[src/rtl/hazard_ctrl.sv]
// hazard_ctrl: load-use stall and control-flow flush sequencer for the ID/EX
// boundary. Holds a stall for LOAD_STALL cycles per load-use hazard and a
// flush for FLUSH_LEN cycles per redirect. Interrupt requests that arrive
// during a stall or flush are latched and serviced once the pipeline is free.
// Optional statistics counters are built when HAZARD_CTRL_STATS_EN is defined.
module hazard_ctrl #(
  parameter int REG_ADDR_W = 3,
  parameter int NUM_SRC    = 2,
  parameter int LOAD_STALL = 1,
  parameter int FLUSH_LEN  = 1
) (
  input  logic                          clk,
  input  logic                          rst,
  input  logic                          ex_mem_read,
  input  logic [REG_ADDR_W-1:0]         ex_write_addr,
  input  logic [NUM_SRC*REG_ADDR_W-1:0] id_src_addr,
  input  logic [NUM_SRC-1:0]            id_src_valid,
  input  logic                          branch_taken,
  input  logic                          call,
  input  logic                          int_req,
  output logic                          stall,
  output logic                          flush,
  output logic                          int_ack,
  output logic                          busy
`ifdef HAZARD_CTRL_STATS_EN
  ,
  input  logic                          stats_clr,
  output logic [15:0]                   stall_cnt,
  output logic [15:0]                   flush_cnt
`endif
);

  typedef enum logic [1:0] {
    RUN   = 2'd0,
    STALL = 2'd1,
    FLUSH = 2'd2
  } state_t;

  // Counter reload values; the first stall/flush cycle is spent in RUN, so
  // the extra cycles held in STALL/FLUSH number LEN-1, counted down to zero.
  localparam logic [3:0] STALL_RELOAD = (LOAD_STALL > 1) ? 4'(LOAD_STALL - 2) : 4'd0;
  localparam logic [3:0] FLUSH_RELOAD = (FLUSH_LEN > 1)  ? 4'(FLUSH_LEN - 2)  : 4'd0;

  state_t     state, state_nxt;
  logic [3:0] cnt, cnt_nxt;
  logic       int_pend, int_pend_nxt;
  logic       src_match;
  logic       hazard;
  logic       br_call;

  // Compare every qualified ID source operand against the EX destination
  always_comb begin
    src_match = 1'b0;
    for (int unsigned i = 0; i < NUM_SRC; i++) begin
      if (id_src_valid[i] && (id_src_addr[i*REG_ADDR_W +: REG_ADDR_W] == ex_write_addr))
        src_match = 1'b1;
    end
  end

  assign hazard  = ex_mem_read & src_match;
  assign br_call = branch_taken | call;
  assign busy    = (state != RUN);

  // Next-state, counter, pending-interrupt and output decode
  always_comb begin
    state_nxt    = state;
    cnt_nxt      = cnt;
    int_pend_nxt = int_pend;
    stall        = 1'b0;
    flush        = 1'b0;
    int_ack      = 1'b0;
    case (state)
      RUN: begin
        if (hazard) begin
          // Hazard beats redirect; a concurrent branch/call is re-presented
          // by the pipeline after the bubble, an interrupt is kept pending.
          stall        = 1'b1;
          int_pend_nxt = int_pend | int_req;
          if (LOAD_STALL > 1) begin
            state_nxt = STALL;
            cnt_nxt   = STALL_RELOAD;
          end
        end else if (br_call) begin
          // Branch/call wins over an interrupt in the same cycle; the
          // interrupt is taken on a later free RUN cycle.
          flush        = 1'b1;
          int_pend_nxt = int_pend | int_req;
          if (FLUSH_LEN > 1) begin
            state_nxt = FLUSH;
            cnt_nxt   = FLUSH_RELOAD;
          end
        end else if (int_pend || int_req) begin
          flush        = 1'b1;
          int_ack      = 1'b1;
          int_pend_nxt = 1'b0;
          if (FLUSH_LEN > 1) begin
            state_nxt = FLUSH;
            cnt_nxt   = FLUSH_RELOAD;
          end
        end
      end
      STALL: begin
        stall        = 1'b1;
        int_pend_nxt = int_pend | int_req;
        if (cnt == 4'd0) begin
          state_nxt = RUN;
        end else begin
          cnt_nxt = cnt - 4'd1;
        end
      end
      FLUSH: begin
        flush        = 1'b1;
        int_pend_nxt = int_pend | int_req;
        if (br_call) begin
          if (FLUSH_LEN > 1) begin
            cnt_nxt = FLUSH_RELOAD;
          end else begin
            state_nxt = RUN;
          end
        end else if (cnt == 4'd0) begin
          state_nxt = RUN;
        end else begin
          cnt_nxt = cnt - 4'd1;
        end
      end
      default: begin
        state_nxt = RUN;
        cnt_nxt   = '0;
      end
    endcase
  end

  // State, countdown and interrupt-pending registers
  always_ff @(posedge clk) begin
    if (rst) begin
      state    <= RUN;
      cnt      <= '0;
      int_pend <= 1'b0;
    end else begin
      state    <= state_nxt;
      cnt      <= cnt_nxt;
      int_pend <= int_pend_nxt;
    end
  end

`ifdef HAZARD_CTRL_STATS_EN
  // Saturating stall/flush cycle counters, clear wins over increment
  always_ff @(posedge clk) begin
    if (rst || stats_clr) begin
      stall_cnt <= '0;
      flush_cnt <= '0;
    end else begin
      if (stall && (stall_cnt != '1))
        stall_cnt <= stall_cnt + 16'd1;
      if (flush && (flush_cnt != '1))
        flush_cnt <= flush_cnt + 16'd1;
    end
  end
`endif

endmodule

[config.mk]
export PLATFORM = sky130hd
export DESIGN_NAME = hazard_ctrl
export DESIGN_NICKNAME = d
export VERILOG_FILES = /design/src/rtl/hazard_ctrl.sv
export SDC_FILE = /design/constraint.sdc
export NUM_CORES = 1
export LEC_CHECK = 0
export ABC_AREA = 1
export CAP_MARGIN = 15
export CORE_MARGIN = 4
export CORE_UTILIZATION = 43
export DETAILED_ROUTE_END_ITERATION = 7
export GPL_ROUTABILITY_DRIVEN = 0
export PLACE_DENSITY = 0.84
export SYNTH_ARGS = -nofsm -noshare
export SYNTH_HDL_FRONTEND = slang
export SYNTH_SLANG_ARGS = --single-unit
[constraint.sdc]
create_clock -name clk -period 1.8 [get_ports clk]
set_clock_uncertainty 0.05 [all_clocks]
set_input_delay 0.36 -clock clk [delete_from_list [all_inputs] [get_ports clk]]
set_output_delay 0.36 -clock clk [all_outputs]
set_load 0.01 [all_outputs]
After elaboration in Yosys (flattened, before gate mapping)
Index checks and enable logic that the tools add are counted.
- register bits after elaboration: 7
- input bits: 17
- output and inout bits: 4
- word-level logic and storage cells: 45
- add/sub/neg operators: 1
- eq/ne operators: 6
- muxes and demuxes: 21
- bitwise logic cells: 4
- reduce and logical (&&, ||, !) cells: 10
- operators with widths (kind ; count):
    $mux 1 ; 12
    $pmux 4 s3 ; 1
    $mux 4 ; 2
    $eq 3x3->1 ; 2
    $pmux 1 s2 ; 3
    $pmux 2 s3 ; 1
    $logic_not 4->1 ; 1
    $mux 2 ; 2
    $ne 4x4->1 const B ; 1
    $reduce_and 2->1 ; 2
    $reduce_bool 2->1 ; 2
    $sub 4x1->4 const B ; 1
    $eq 2x1->1 const B ; 1
    $eq 2x2->1 const B ; 1
    $logic_and 1x1->1 ; 2
    $logic_not 2->1 ; 1
    $ne 2x2->1 const B ; 1
    $or 1x1->1 ; 2
    $reduce_or 2->1 ; 1
    $and 1x1->1 ; 1
    $logic_or 1x1->1 ; 1
    $not 1->1 ; 1

Depth between registers and ports, before layout
Gate-level depths: netlist of run 1.
- word-level depth: 7
- mapped depth: 12
- depth with buffers taken out: 12

Least setup slack after synthesis of run 1
OpenSTA, ideal clock, no wires.
- kind: reg-to-reg
- start point: register state[0]
- end point: register cnt[3]
- library setup time: 0.123 ns
- arrival: 1.289 ns
- data required time: 1.627 ns
- slack: 0.338 ns
- stages on the path, launching flop included: 9
- path buffers: 0
- clock period less this slack: 1.462 ns
- cells stage by stage: dfxtp_1 inv_1 ha_1 inv_1 o21ai_2 nor2_4 nand4_1 xor2_1 nor2_1
- cells in the longest elaborated chain, start to end: 3
- elaborated cells between the ends (all ways): 7
- classes of those cells: eq/ne: 3; mux: 1; bitwise: 1; reduce/logical: 2
- ends and longest elaborated chain (element ; RTL line ; source):
    start, declared ; 44 ; state_t state, state_nxt;
    start signal, assigned ; 140 ; state <= state_nxt;
    $eq 2x2->1 or $logic_not 2->1 (tied branches) ; 72 ; case (state)
    $ne 2x2->1 (no line) or $not 1->1 (tied branches) ; n/a ;
    $reduce_and 2->1 (no line) ; n/a ;
    end signal, assigned ; 141 ; cnt <= cnt_nxt;
    end, declared ; 45 ; logic [3:0] cnt, cnt_nxt;
Parallel ways exist; a longest one is shown, timed or not.
A chain may end at the register's enable or synchronous reset.

Worst setup path in the final report of run 1
- start point: register state[0]
- end point: output port busy
- cells in the longest elaborated chain, start to end: 1
- ends and longest elaborated chain (element ; RTL line ; source):
    $reduce_bool 2->1 ; 62 ; assign busy = (state != RUN);
    end, declared ; 24 ; output logic busy
Every way passes these cells.

==> impl_metrics.env, run 1 <==
export IMPL_required_ns=1.39
export IMPL_power_frac_comb=0.248
export IMPL_io_pins=21
export IMPL_worstPathArrival_ns=1.31
export IMPL_dp_hpwl_mm=1.27
export IMPL_die_h_um=45.0
export IMPL_grt_max_degree=7
export IMPL_path_max_fanout=4
export IMPL_synth_top_area_cell="dfxtp_1"
export IMPL_nets=160
export IMPL_setup_viol=0
export IMPL_antenna_found_initial=0
export IMPL_final_antenna_net_count=0
export IMPL_maxCapViolations=0
export IMPL_grt_pass1_vias=659
export IMPL_path_clk_slew_ns=0.05
export IMPL_avgViaCountPerCell=4.64
export IMPL_placed_cell_area_sq_um=890
export IMPL_ys_seq_area_frac=0.238
export IMPL_hold_violations=0
export IMPL_htree_levels=1
export IMPL_clockBufferDepth=2
export IMPL_worst_slew_pin_transition_ns=0.228
export IMPL_core_sq_mm=0.00130
export IMPL_regToRegStartpoint="state[0]"
export IMPL_synth_area_leaders="dfxtp_1 (24%), nand2_1 (16%), inv_1 (14%)"
export IMPL_period_share=0.953
export IMPL_syn_nets=120
export IMPL_ys_warn_count=0
export IMPL_hold_path_startpoint="cnt[0]"
export IMPL_numCtsBuffers=3
export IMPL_slew_headroom=0.847
export IMPL_startpoint="state[0]"
export IMPL_synth_top_cell_area_share=0.238
export IMPL_clkLatencyLatePin_ns=0.24
export IMPL_final_area_sq_um=942
export IMPL_via_count=705
export IMPL_drtIter0Drc=10
export IMPL_async_reset_ff_frac=0
export IMPL_finalWirelength_mm=1.51
export IMPL_avgRoutedWirePerCell_um=9.95
export IMPL_fp_row_count=13
export IMPL_min_period_ns=1.72
export IMPL_ys_top_cells_by_count="nand2_1 (25), inv_1 (22), nor2_1 (13)"
export IMPL_p_sw_frac=0.247
export IMPL_hold_path_class="reg -> reg"
export IMPL_die_area_sq_mm=0.00202
export IMPL_area_growth_synth_to_final_pct=60.2
export IMPL_p_seq_frac=0.406
export IMPL_final_layout_size_suffix_gt1_frac=0.277
export IMPL_synth_ff_type="dfxtp_1"
export IMPL_synth_area_per_cell_sq_um=6.00
export IMPL_clkPwrFrac=0.346
export IMPL_n_fill_cell=107
export IMPL_fmax_mhz=583
export IMPL_syn_area_sq_um=588
export IMPL_cts_tree="done"
export IMPL_p_leak_nw=0.521
export IMPL_die_width_um=45.0
export IMPL_ys_types=20
export IMPL_first_pass_iters=4
export IMPL_internal_power_uw=295
export IMPL_root_buffer="clkbuf_4"
export IMPL_start_kind="register"
export IMPL_maxSlewViolCount=0
export IMPL_critPathCaptureType="output port"
export IMPL_syn_inst=98
export IMPL_clock_sinks=7
export IMPL_holdBufCountCts=0
export IMPL_post_route_drc_count=0
export IMPL_antenna_cells=0
export IMPL_ir_worst_vdd_mv=0.371
export IMPL_fin_util=0.724
export IMPL_synth_edff_count=0
export IMPL_overflow=0
export IMPL_status="complete, no violations"
export IMPL_start_util=0.452
export IMPL_power_density_mw_per_mm2=416
export IMPL_synth_most_common_cell="nand2_1"
export IMPL_grt_usage=0.161
export IMPL_crit_type="reg -> out"
export IMPL_numPortBuffers=20
export IMPL_p_switching_uw=96.8
export IMPL_yosys_register_bits=7
export IMPL_grt_first_pass_wirelength_mm=2.44
## area by class of cell
cell class,instances,area (sq um),area share
repair buffers,35,290,0.308
inverters,24,90.1,0.0956
well taps,15,18.8,0.0199
multi-input cells,67,377,0.400
clock buffers,4,26.3,0.0279
flip-flops and latches,7,140,0.149
## power groups by stage
stage                     Combinational (mW)  Sequential, mW  Clock [mW]
after floorplan                       0.0377           0.162           0
after global placement                0.0960           0.162           0
after detailed placement              0.0987           0.162           0
after CTS                             0.0952           0.159       0.141
after global routing                   0.108           0.159       0.150
final                                 0.0973           0.159       0.136
## per-layer routing
| metal | routed length (um) | GRT usage |
|---|---|---|
| met4 | 0 | 0.0702 |
| met2 | 789 | 0.302 |
| met1 | 635 | 0.177 |
| met5 | 0 | 0 |
| met3 | 87 | 0.0199 |
## worst paths after layout
kind	slack [ns]	depth (start not counted)	end
worst max-delay path	0.08	5	busy
worst min-delay path	0.41	2	cnt[0]
worst max register to register	0.23	9	cnt[3]
worst min register to register	0.41	2	cnt[0]
## layout by cell type (no fill, tap or decap), types with 2 or more instances in the layout
| cell type | netlist | routed |
|---|---|---|
| o21ai_1 | 2 | 3 |
| nand2_1 | 25 | 23 |
| clkdlybuf4s15_1 | 0 | 5 |
| nand4_1 | 2 | 2 |
| o21ai_2 | 1 | 2 |
| nand3_1 | 2 | 2 |
| nor3_1 | 3 | 2 |
| dlymetal6s2s_1 | 0 | 2 |
| inv_2 | 2 | 4 |
| nand2_2 | 2 | 4 |
| dlygate4sd2_1 | 0 | 6 |
| dfxtp_1 | 7 | 7 |
| clkbuf_4 | 0 | 3 |
| buf_2 | 0 | 3 |
| buf_4 | 0 | 15 |
| nor3_2 | 1 | 2 |
| ha_1 | 5 | 4 |
| a21oi_1 | 3 | 3 |
| clkdlybuf4s50_1 | 0 | 3 |
| nor2_1 | 13 | 12 |
| inv_1 | 22 | 20 |
## repair_timing
action,4_1_cts,5_1_grt
pin swaps,13,10
gates resized for setup,31,12
endpoints found under the setup margin,4,4
cloned,0,0
setup buffers,4,0
## kinds of logic after synthesis
| kind of cell | Yosys count | synth area share |
|---|---|---|
| buf+inv | 24 | 0.153 |
| simple gates | 50 | 0.381 |
| fa+ha+maj | 5 | 0.106 |
| xor+xnor | 1 | 0.0149 |
| compound gates | 11 | 0.106 |
| flops | 7 | 0.238 |
## sequential cells by signal (all words and copies together) (netlist names)
| signal | count |
|---|---|
| state | 2 |
| int_pend | 1 |
| cnt | 4 |
## through the flow
stage               std cells   TNS, ns  setup slack, ns  hold slack, ns  power (mW)
floorplan                  98         0            0.338           0.387       0.200
global placement          144     -1.74           -0.603           0.393       0.258
detailed placement        144     -1.90           -0.641           0.402       0.261
CTS                       152         0          0.00359           0.410       0.395
global route              152  -0.00302         -0.00302           0.426       0.418
finish                    152         0           0.0846           0.410       0.392
## worst max-delay path, cell delays in order (launching register included)
cell,delay (ns)
dfxtp_1,0.31
inv_1,0.07
ha_2,0.22
inv_1,0.06
buf_4,0.13
dlygate4sd2_1,0.27
(Power assumes the default switching activity.)
==> run 2, diff against run 1 <==
--- a/config.mk
+++ b/config.mk
@@ -7,11 +7,13 @@
 export LEC_CHECK = 0
 export ABC_AREA = 1
 export CAP_MARGIN = 15
+export CORE_ASPECT_RATIO = 1.5
 export CORE_MARGIN = 4
-export CORE_UTILIZATION = 43
+export CORE_UTILIZATION = 30
 export DETAILED_ROUTE_END_ITERATION = 7
 export GPL_ROUTABILITY_DRIVEN = 0
-export PLACE_DENSITY = 0.84
+export HOLD_SLACK_MARGIN = 0.12
+export PLACE_DENSITY = 0.64
 export SYNTH_ARGS = -nofsm -noshare
 export SYNTH_HDL_FRONTEND = slang
 export SYNTH_SLANG_ARGS = --single-unit
==> impl_metrics.env, run 2 (synthesized netlist as in run 1, its figures left out) <==
export IMPL_ir_worst_vdd_mv=0.360
export IMPL_numCtsBuffers=3
export IMPL_avgViaCountPerCell=4.43
export IMPL_die_h_um=62.2
export IMPL_layout_area_seq_sq_um=140
export IMPL_final_layout_size_suffix_gt1_frac=0.311
export IMPL_finalPower_uw=395
export IMPL_core_sq_mm=0.00185
export IMPL_hold_path_class="reg -> reg"
export IMPL_htree_levels=1
export IMPL_hold_violations=0
export IMPL_cts_tree="done"
export IMPL_min_period_ns=1.71
export IMPL_clkLatencyLatePin_ns=0.25
export IMPL_numPortBuffers=20
export IMPL_fmax_mhz=585
export IMPL_final_common_cell="nand2_1"
export IMPL_maxCapViolations=0
export IMPL_fin_ws_ns=0.0899
export IMPL_grt_usage=0.122
export IMPL_multi_input_area_sq_um=400
export IMPL_critical_path_max_stage_delay_ns=0.30
export IMPL_largest_reg_flops=4
export IMPL_start_util=0.317
export IMPL_die_width_um=44.2
export IMPL_setup_viol=0
export IMPL_worstPathArrival_ns=1.30
export IMPL_root_buffer="clkbuf_4"
export IMPL_power_density_mw_per_mm2=422
export IMPL_largest_register="cnt"
export IMPL_grt_max_degree=7
export IMPL_start_kind="register"
export IMPL_path_buf_inv=4
export IMPL_dpl_cell_count=150
export IMPL_antenna_found_initial=0
export IMPL_holdWs_ns=0.419
export IMPL_crit_chain="inv_1 -> ha_4 -> inv_1 -> buf_4 -> dlygate4sd2_1"
export IMPL_status="complete, no violations"
export IMPL_clockBufferDepth=2
export IMPL_worst_slew_pin_transition_ns=0.313
export IMPL_period_share=0.950
export IMPL_fin_util=0.505
export IMPL_grt_first_pass_wirelength_mm=2.55
export IMPL_antenna_cells=0
export IMPL_crit_type="reg -> out"
export IMPL_io_pins=21
export IMPL_area_growth_synth_to_final_pct=59.1
export IMPL_reg_top3="cnt: 4 flops, state: 2 flops, int_pend: 1 flops"
export IMPL_final_antenna_net_count=0
export IMPL_cp_top_family="buffers and inverters"
export IMPL_fin_setup_tns_ns=0
export IMPL_p_leak_nw=0.515
export IMPL_via_count=691
export IMPL_die_area_sq_mm=0.00275
export IMPL_final_cell_mix="nand2_1 (22), inv_1 (20), buf_4 (13)"
export IMPL_final_area_sq_um=936
export IMPL_overflow=0
export IMPL_placed_cell_area_sq_um=897
export IMPL_instances_no_fill=156
export IMPL_fp_row_count=19
export IMPL_n_fill_cell=189
export IMPL_dp_slack_ns=-0.661
export IMPL_post_route_drc_count=0
export IMPL_first_pass_iters=4
export IMPL_slew_headroom=0.790
export IMPL_drtIter0Drc=13
export IMPL_path_max_fanout=4
export IMPL_clock_sinks=7
export IMPL_avgRoutedWirePerCell_um=10.1
export IMPL_grt_pass1_vias=657
export IMPL_required_ns=1.39
export IMPL_finalWirelength_mm=1.58
export IMPL_path_clk_slew_ns=0.05
export IMPL_rrSetupSlack_ns=0.18
export IMPL_crit_top_cell="inv_1"
export IMPL_maxSlewViolCount=0
export IMPL_dp_hpwl_mm=1.33
export IMPL_nets=158
export IMPL_critPathCaptureType="output port"
export IMPL_slowest_stage="dfxtp_1"
==> run 2: worst register-to-register path, delay by kind of cell, from the launching register on <==
family / cells / cell delay [ns]
XOR/XNOR: 1 / 0.16
AND/OR/NAND/NOR: 3 / 0.35
AO/OA/AOI/OAI: 1 / 0.10
flip-flops: 1 / 0.32
adder cells (fa/ha/maj): 1 / 0.18
buffers and inverters: 3 / 0.34
==> run 2: report_power, final <==
group          switching, mW  leakage [nW]  internal (mW)
Combinational         0.0462         0.444         0.0509
Sequential           0.00246        0.0566          0.157
Clock                 0.0538        0.0150         0.0843
==> run 2: final timing paths <==
check	from	to	cells past startpoint
setup reg to reg	state[0]	cnt[3]	9
hold / removal	cnt[0]	cnt[0]	2
setup / recovery	state[0]	busy	5
hold reg to reg	cnt[0]	cnt[0]	2
==> run 2: layer usage <==
layer	routed length [um]	global-route usage
met2	880	0.237
met5	0	0
met1	591	0.107
met3	81	0.0116
met4	26	0.0792
==> run 2: final cells by class <==
cell class,instances,area share
clock buffers,4,0.0281
inverters,24,0.0963
multi-input cells,67,0.428
flip-flops and latches,7,0.150
well taps,21,0.0281
repair buffers,33,0.270
==> run 2: timing repair <==
item | CTS | global route
gates cloned | 0 | 0
hold buffers | 0 | 0
setup buffers | 1 | 1
gates resized for setup | 30 | 24
pin swaps | 8 | 13
endpoints found under the setup margin | 4 | 4
==> RTL edit, RTL diff (settings of run 1) <==
`REG_ADDR_W`: 3 -> 4.
--- a/src/rtl/hazard_ctrl.sv
+++ b/src/rtl/hazard_ctrl.sv
@@ -5,5 +5,5 @@
 // Optional statistics counters are built when HAZARD_CTRL_STATS_EN is defined.
 module hazard_ctrl #(
-  parameter int REG_ADDR_W = 3,
+  parameter int REG_ADDR_W = 4,
   parameter int NUM_SRC    = 2,
   parameter int LOAD_STALL = 1,
Interface: changed (resized ex_write_addr and id_src_addr); port bits go from 21 to 24. No check against the original RTL was run, so the function may have changed too.
==> RTL edit against run 1 <==
Largest cell class unchanged. Wire length grew 6.9%. Power grew 3.8%. Largest power group unchanged. Area after synthesis grew 4.5%. Sequential cell count is the same. Critical path depth grew 1. Worst setup slack lost 0.038 ns. Cell area grew 0.13%.
==> RTL edit: results (changes against run 1) <==
Worst max-slew margin expressed relative to the limit: 84.8% (+0.13 points)
Synthesized net count: 124 (+3.3%)
First-pass GRT wire length: 2460 microns (+0.86%)
Number of distinct library cells after synthesis: 22 (+10%)
Switching power: 111 uW (+14%)
Largest cells by area after synthesis: dfxtp_1, nand2_1, inv_1
Min-delay src: cnt[0]
First-pass DRT Iterations: 4 (unchanged)
Dominant delay contributor by cell family on the critical path: buffers and inverters
Placed Cells incl. Taps: 145 (+0.69%)
Number of diodes: 0 (unchanged)
Antenna violations before repair: 0 (unchanged)
Delay of the slowest critical-path stage: 0.39 ns (+0.08 ns)
P_leak: 0.000497 uW (-4.7%)
Count of endpoints failing hold in the final timing report: 0 (unchanged)
Most frequent cells after synthesis: nand2_1, inv_1, nor2_1
Path category of the worst min-delay check: flop to flop
Insertion delay of the later-clocked pin in the worst-skew pair: 0.26 ns (+0.02 ns)
Result of the run: completed
Count of maximum capacitance violations: 0 (unchanged)
Synthesized instance count: 99 (+1.0%)
Htree depth: 1 (unchanged)
Origin of the critical flop-to-flop path: state[1]
Number of nets in the layout: 161 (+0.63%)
TritonCTS Buffers: 3 (unchanged)
Data arrival time of the worst path: 1.34 ns (+0.03 ns)
Sequential-to-total area share from yosys stat: 22.8% (-1.0 points)
Final wirelength: 1620 microns (+6.9%)
Detailed Place HPWL: 1280 microns (+1.1%)
Buffer levels on the longest clock path: 2 (unchanged)
Peak supply drop: 0.000368 V (-0.89%)
Top flop regs: cnt (4), state (2), int_pend (1)
Routed length per instance: 10.8 microns (+8.3%)
Yosys warns: 0 (unchanged)
Clock Tree Root: clkbuf_4
Number of buffer cells added on primary ports: 23 (+15%)
Number of vias per cell: 4.65 (+0.18%)
Maximum number of pins on one net before global-route repair: 6 (-1)
Start point of the critical path: call
Starting DRT DRC Count: 14 (+4)
Global-route usage over all layers: 16.7% (+0.60 points)
Clock-pin transition on the worst setup and hold timing paths: 0.05 ns (about the same)
Critical Path Slowest Stage Cell: clkdlybuf4s50_1
Number of global-route vias before repair: 630 (-4.4%)
Maximum fanout along the worst path: 3 (-1)
Fraction of layout instances using a drive strength above 1: 28.1% (+0.41 points)
Worst slack after detailed placement: -0.702 ns (-0.0616 ns)
Ys async rst share: 0% (unchanged)
-- RTL edit: worst reg2reg max path: stages, from the launching register on --
cell and delay, ns:
dfxtp_1 0.35, inv_1 0.07, ha_1 0.22, buf_4 0.16, a21oi_2 0.12, nand2_2 0.11, o21ai_2 0.21, a21oi_1 0.06
o21a_1 0.10
-- RTL edit: path summary, 6_finish.rpt --
| path | endpoint | slack (ns) | cells past startpoint |
|---|---|---|---|
| worst max-delay path | flush | 0.05 | 6 |
| worst min-delay path | cnt[0] | 0.42 | 2 |
| worst max register to register | cnt[1] | 0.24 | 8 |
| worst min register to register | cnt[0] | 0.42 | 2 |
-- RTL edit: final cells by class --
type / instances / area, sq um
multi-input cells: 69 / 414
fillers: 115 / 374
repair buffers: 32 / 255
flip-flops and latches: 7 / 140
inverters: 23 / 88.8
clock buffers: 4 / 26.3
well taps: 15 / 18.8
-- RTL edit: power by group through the flow --
stage	registers [uW]	logic, uW	clock network [uW]
finish	160	99.5	148
global placement	162	105	0
global route	159	108	158
floorplan	162	40.7	0
detailed placement	162	107	0
CTS	158	96.5	151
-- RTL edit: logic make-up (layout without fill, tap and decap cells) --
group           after synthesis  count (layout)  synth area share [%]
flops                         7               7                  22.8
xor+xnor                      3               3                  4.28
compound gates               11              11                  10.8
buf+inv                      23              59                  14.5
fa+ha+maj                     5               5                  10.2
simple gates                 50              50                  37.5
-- RTL edit: per-layer routing --
metal  global-route usage [%]  wire length (microns)  up-vias
met3                     4.35                    144        5
li1                         -                      -      372
met1                     16.8                    674      297
met2                     30.1                    763       23
met5                        0                      0        -
met4                     10.2                     33        0
-- RTL edit: timing repair --
item	in CTS	in global routing
setup endpoints to repair	4	3
gates resized for setup	42	9
endpoints found under the hold margin	0	0
pin swaps	15	3
setup buffers	1	0
-- RTL edit: stage by stage --
step / cell area, sq um / util, %
final: 943 / 71.6
after global routing: 943 / 71.6
after CTS: 936 / 71.0
after detailed placement: 923 / 70.1
after global placement: 923 / 70.1
after floorplan: 614 / -
